**src/rtl/stack_op_sequencer.sv**
```systemverilog
// stack_op_sequencer: sole driver of a 32-entry x 8-bit operand stack.
// Passes external push/peek requests through while idle and runs
// stack-machine ALU operations (ADD, SUB, AND, NOT) that pop their operands,
// compute an 8-bit result and push it back.
// Optional build macro: STK_GUARD_EN adds a depth counter that blocks
// underflowing operations/peeks and overflowing pushes and pulses err.
module stack_op_sequencer (
    input  logic       clk,
    input  logic       rst,
    input  logic       start,
    input  logic [1:0] opcode,
    input  logic       ext_push,
    input  logic [7:0] ext_data,
    input  logic       ext_peek,
    output logic       busy,
    output logic       done,
    output logic       err,
    output logic [7:0] result,
    output logic       zero,
    output logic       stk_push,
    output logic       stk_pop,
    output logic       stk_tos,
    output logic [7:0] stk_data,
    input  logic [7:0] stk_res
);

    typedef enum logic [2:0] {
        IDLE,
        POP_A,
        WAIT_A,
        POP_B,
        WAIT_B,
        EXEC,
        PUSH,
        DONE
    } state_t;

    typedef enum logic [1:0] {
        OP_ADD = 2'b00,
        OP_SUB = 2'b01,
        OP_AND = 2'b10,
        OP_NOT = 2'b11
    } op_t;

    state_t     state, state_n;
    op_t        op_q;
    logic [7:0] opnd_a;
    logic [7:0] opnd_b;
    logic [7:0] alu_out;

    // Guard qualifiers; all requests are allowed when the guard is not built.
    logic start_ok;
    logic push_ok;
    logic peek_ok;

`ifdef STK_GUARD_EN
    logic [5:0] depth;
    logic       err_q;

    always_comb begin
        start_ok = (op_t'(opcode) == OP_NOT) ? (depth >= 6'd1) : (depth >= 6'd2);
        push_ok  = (depth != 6'd32);
        peek_ok  = (depth != 6'd0);
    end

    // Track stack occupancy from the strobes actually issued (at most one per cycle).
    always_ff @(posedge clk) begin
        if (rst) begin
            depth <= 6'd0;
        end else if (stk_push) begin
            depth <= depth + 6'd1;
        end else if (stk_pop) begin
            depth <= depth - 6'd1;
        end
    end

    // Register guard violations seen in IDLE so err lands on the following cycle;
    // a rejected start goes straight to DONE, so err coincides with done there.
    always_ff @(posedge clk) begin
        if (rst) begin
            err_q <= 1'b0;
        end else begin
            err_q <= (state == IDLE) &&
                     ((start && !start_ok) ||
                      (!start && ext_push && !push_ok) ||
                      (!start && !ext_push && ext_peek && !peek_ok));
        end
    end

    assign err = err_q;
`else
    assign start_ok = 1'b1;
    assign push_ok  = 1'b1;
    assign peek_ok  = 1'b1;
    assign err      = 1'b0;
`endif

    // State register.
    always_ff @(posedge clk) begin
        // NOTE: sequential state uses non-blocking assignments so every flop
        // samples pre-edge values regardless of block evaluation order.
        if (rst) begin
            state <= IDLE;
        end else begin
            state <= state_n;
        end
    end

    // Next-state and strobe decode; strobes outside IDLE depend on state only.
    always_comb begin
        // NOTE: every output gets a default first so no path leaves it
        // unassigned, which would otherwise infer a latch.
        state_n  = state;
        stk_push = 1'b0;
        stk_pop  = 1'b0;
        stk_tos  = 1'b0;
        stk_data = result;
        case (state)
            IDLE: begin
                if (start) begin
                    state_n = start_ok ? POP_A : DONE;
                end else if (ext_push) begin
                    stk_push = push_ok;
                    stk_data = ext_data;
                end else if (ext_peek) begin
                    stk_tos = peek_ok;
                end
            end
            POP_A: begin
                stk_pop = 1'b1;
                state_n = WAIT_A;
            end
            WAIT_A:  state_n = (op_q == OP_NOT) ? EXEC : POP_B;
            POP_B: begin
                stk_pop = 1'b1;
                state_n = WAIT_B;
            end
            WAIT_B:  state_n = EXEC;
            EXEC:    state_n = PUSH;
            PUSH: begin
                stk_push = 1'b1;
                state_n  = DONE;
            end
            DONE:    state_n = IDLE;
            default: state_n = IDLE;
        endcase
    end

    assign busy = (state != IDLE);
    assign done = (state == DONE);

    // 8-bit ALU; B is the deeper entry, A the old top. Carry/borrow discarded.
    always_comb begin
        alu_out = 8'h00;
        case (op_q)
            OP_ADD:  alu_out = opnd_b + opnd_a;
            OP_SUB:  alu_out = opnd_b - opnd_a;
            OP_AND:  alu_out = opnd_b & opnd_a;
            OP_NOT:  alu_out = ~opnd_a;
            default: alu_out = 8'h00;
        endcase
    end

    // Opcode latch and operand capture from the registered stack output.
    always_ff @(posedge clk) begin
        // NOTE: pure datapath holding registers are not reset; they are always
        // written before use, so a reset would only add fan-out on rst.
        if (state == IDLE && start) begin
            op_q <= op_t'(opcode);
        end
        if (state == WAIT_A) begin
            opnd_a <= stk_res;
        end
        if (state == WAIT_B) begin
            opnd_b <= stk_res;
        end
    end

    // Result and zero flag update only at the end of EXEC.
    always_ff @(posedge clk) begin
        if (rst) begin
            result <= 8'h00;
            zero   <= 1'b1;
        end else if (state == EXEC) begin
            result <= alu_out;
            zero   <= (alu_out == 8'h00);
        end
    end

endmodule

```
**config.mk**
```make
export PLATFORM = sky130hd
export DESIGN_NAME = stack_op_sequencer
export DESIGN_NICKNAME = d
export VERILOG_FILES = /design/src/rtl/stack_op_sequencer.sv
export SDC_FILE = /design/constraint.sdc
export NUM_CORES = 1
export LEC_CHECK = 0
export CORE_MARGIN = 2
export CORE_UTILIZATION = 40
export DETAILED_ROUTE_END_ITERATION = 6
export GPL_ROUTABILITY_DRIVEN = 1
export PLACE_DENSITY = 0.67
export RECOVER_POWER = 100
export SYNTH_ARGS = -nofsm -noshare
export SYNTH_HDL_FRONTEND = slang
export SYNTH_SLANG_ARGS = --single-unit
```
**constraint.sdc**
```tcl
create_clock -name clk -period 6.76 [get_ports clk]
set_clock_uncertainty 0.1 [all_clocks]
set_input_delay 1.352 -clock clk [delete_from_list [all_inputs] [get_ports clk]]
set_output_delay 1.352 -clock clk [all_outputs]
set_load 0.05 [all_outputs]
```
==> impl_results.md <==
- Nets: 263
- Critical Path Sink Type: primary output
- CTS tree: built
- Drt first pass iters: 4
- Setup repair after global routing missed its margin: no
- Final HPWL DP: 2901 microns
- Async S/R FF share, synth: 0
- WS Path Type: input port to primary output
- Post-CTS setup buffer count: 0
- Synth top area share: 0.2971
- YS warnings: 0
- Pin count of the biggest net entering global routing: 19
- Max cap viols: 0
- Hold Crit Start: result[2]$_SDFFE_PP0P_
- Leak Pwr: 0.9554 nW
- RePlAce Congestion: 0.9084
- Clk sink count: 30
- Site Rows: 24
- Relative slew slack: 0.5305
- Reg2Reg Capture Point: zero$_SDFFE_PP1P_
- Die width: 71.44 microns
- Critical Path AT: 3390 ps
- RR Startpoint: op_q[1]$_DFFE_PP_
- Die ar.: 5104 sq um
- Reg2reg setup slack: 3600 ps
- Clock buffer depth: 2
- Hold Crit Class: flip-flop to flip-flop
- Post-route minimum period: 4845 ps
- Status: finished, final reports clean
- Crit path top cell by count: dlygate4sd3_1
- Most frequent cells in the layout: dlygate4sd3_1 (34), nand2_1 (20), edfxtp_1 (18)
- Vias: 1441
- Clk Latency, worst-skew pair: 270 ps
- Post-CTS Resized: 0
- Critical path launch point type: input port
- CP required: 5310 ps
- Initial antenna violation count: 0
- Number of global-route vias before repair: 1369
- Sequential-to-total area share from yosys stat: 0.4292
- WL/cell: 12.68 microns
- Post-synthesis area per instance: 9.781 sq um
- CTS Hold Bufs: 0
- Top cells by area, synth: edfxtp_1 (30%), dfxtp_1 (13%), ha_1 (6.2%), mux2_1 (5.0%), nand2_1 (4.1%)
- CORE AREA: 4354 sq um
- Synthesis-stage register bit count: 30
- Crit path cell chain: dlygate4sd3_1 -> nor2_1 -> nand2_2 -> mux2_1 -> dlygate4sd3_1
- Synthesis-to-layout area growth: 29.57%
- Via/cell ratio: 5.092
- Worst-path clk slew: 60 ps
- Post-Route WL: 3589 microns
- Hold endpoint: result[2]$_SDFFE_PP0P_
- Synthesized net count: 219
- IO Port Bufs: 44
- ANT cells: 0
- Worst-path maximum fanout: 9
- Pwr Total: 0.0004847 W
- Area leader, netlist: edfxtp_1
- WHS Path Cells: 2
- DRC viols: 0
- Slew @ Worst Pin: 702.9 ps
- Reg2Reg Depth: 8
- Power density cells: 205.6 nW/um^2
- Final max-slew violation count: 0
- Synthesized area: 1819 sq um
- H-tree depth: 2
- Gr ovfl total: 0
- Prevailing post-synth register cell: edfxtp_1
- Mapped Cells: 186
- Peak supply drop: 138.3 uV
- Commonest non-fill, non-tap cell in the layout: dlygate4sd3_1
- Setup TNS: 0 ps
- Layout cells sized above 1: 0.03030
- Final setup violating endpoints: 0
- GR Util All Layers: 0.1592
- Max stage delay cell, worst path: dlygate4sd3_1
- Starting density of the core: 0.4178
- Clock buffer count from CTS: 5
- Max Fclk: 0.2064 GHz
- Root buf cell: clkbuf_8
- EDFF count, synth: 18
- Initial drt markers: 46
- ANT nets after route: 0
- Die Y: 71.44 microns
- Max stage delay on crit path: 870 ps
- Yosys cell types: 48
- IO Count: 46
- First-pass GRT wire length: 6348 microns
- Final Cycle Share: 0.7167
- Final Hold Viols: 0
- Worst hold margin: 366.9 ps
-- cells by family (layout without fill, tap and decap cells) --
family / after synthesis / in the layout / synth area share
adders and majority gates: 10 / 10 / 0.07290
AOI/OAI and AO/OA: 39 / 39 / 0.1355
buffers and inverters: 15 / 60 / 0.04127
and+or+nand+nor: 68 / 68 / 0.1946
muxes: 12 / 12 / 0.07153
xor gates and xnor gates: 11 / 11 / 0.05296
DFF: 30 / 30 / 0.4292
other: 1 / 1 / 0.002061
-- final cells by class --
class	count	area, sq um
clock buffer	5	68.82
clock inverter	3	11.26
fill	397	1997
inverter	7	26.28
multi-input combinational	141	960.9
sequential	30	780.7
tap	52	65.06
timing repair buffer	45	444.2
-- metal layers --
metal	wire, microns	global-route usage	share of wire
met1	1671	0.2161	0.47
met2	1674	0.2459	0.47
met5	0	0	0
met3	190	0.04219	0.053
met4	53	0.05660	0.015
-- per-stage QoR --
stage | setup slack (ps) | cell area [sq um] | cells | util
floorplan | 2299 | 1819 | 186 | -
global placement | 2107 | 2283 | 275 | 0.5244
detailed placement | 2083 | 2283 | 275 | 0.5244
CTS | 2076 | 2364 | 283 | 0.5428
global route | 1823 | 2357 | 283 | 0.5414
finish | 1915 | 2357 | 283 | 0.5414
-- critical path, delay by kind of cell --
kind / cells / cell delay (ps)
buffers and inverters: 2 / 1440
and+or+nand+nor: 2 / 350
muxes: 1 / 250
-- power by group --
| group | switching (W) | total (W) | internal, W | leakage (nW) |
|---|---|---|---|---|
| Clock | 0.0000605 | 0.000129 | 0.0000684 | 0.0407 |
| Combinational | 0.0000795 | 0.000138 | 0.0000589 | 0.653 |
| Sequential | 0.0000131 | 0.000217 | 0.000204 | 0.262 |
-- worst max-delay path by stage --
| stage | from | to | slack (ps) | cells after the start |
|---|---|---|---|---|
| after floorplan | start | stk_tos | 2300 | 1 |
| after global placement | start | stk_data[4] | 2110 | 5 |
| after detailed placement | start | stk_data[0] | 2080 | 5 |
| after CTS | start | stk_data[0] | 2080 | 5 |
| after global routing | start | stk_data[1] | 1820 | 5 |
| final | start | stk_data[0] | 1920 | 5 |
-- synthesized netlist by cell type, types with 2 or more instances --
| cell | number |
|---|---|
| o21ai_0 | 2 |
| a31oi_1 | 2 |
| and3_1 | 2 |
| nor2_1 | 12 |
| nor4_1 | 2 |
| a21oi_1 | 14 |
| xor2_1 | 3 |
| nand2_1 | 20 |
| ha_1 | 9 |
| dfxtp_1 | 12 |
| nand2b_1 | 7 |
| nor3b_1 | 2 |
| edfxtp_1 | 18 |
| or3_1 | 2 |
| nor2b_1 | 4 |
| nand4b_1 | 2 |
| buf_6 | 2 |
| clkbuf_1 | 5 |
| o31ai_1 | 2 |
| nor3_1 | 6 |
| o21ai_1 | 6 |
| o311a_1 | 2 |
| mux2i_1 | 4 |
| mux2_1 | 8 |
| a211oi_1 | 2 |
| xnor2_1 | 8 |
| inv_1 | 7 |
-- flip-flops by register name, summed over array words and instances (netlist names) --
name    cells
state       3
result      8
opnd_b      8
op_q        2
zero        1
opnd_a      8
Note: power is estimated with default switching activity, not from simulation.
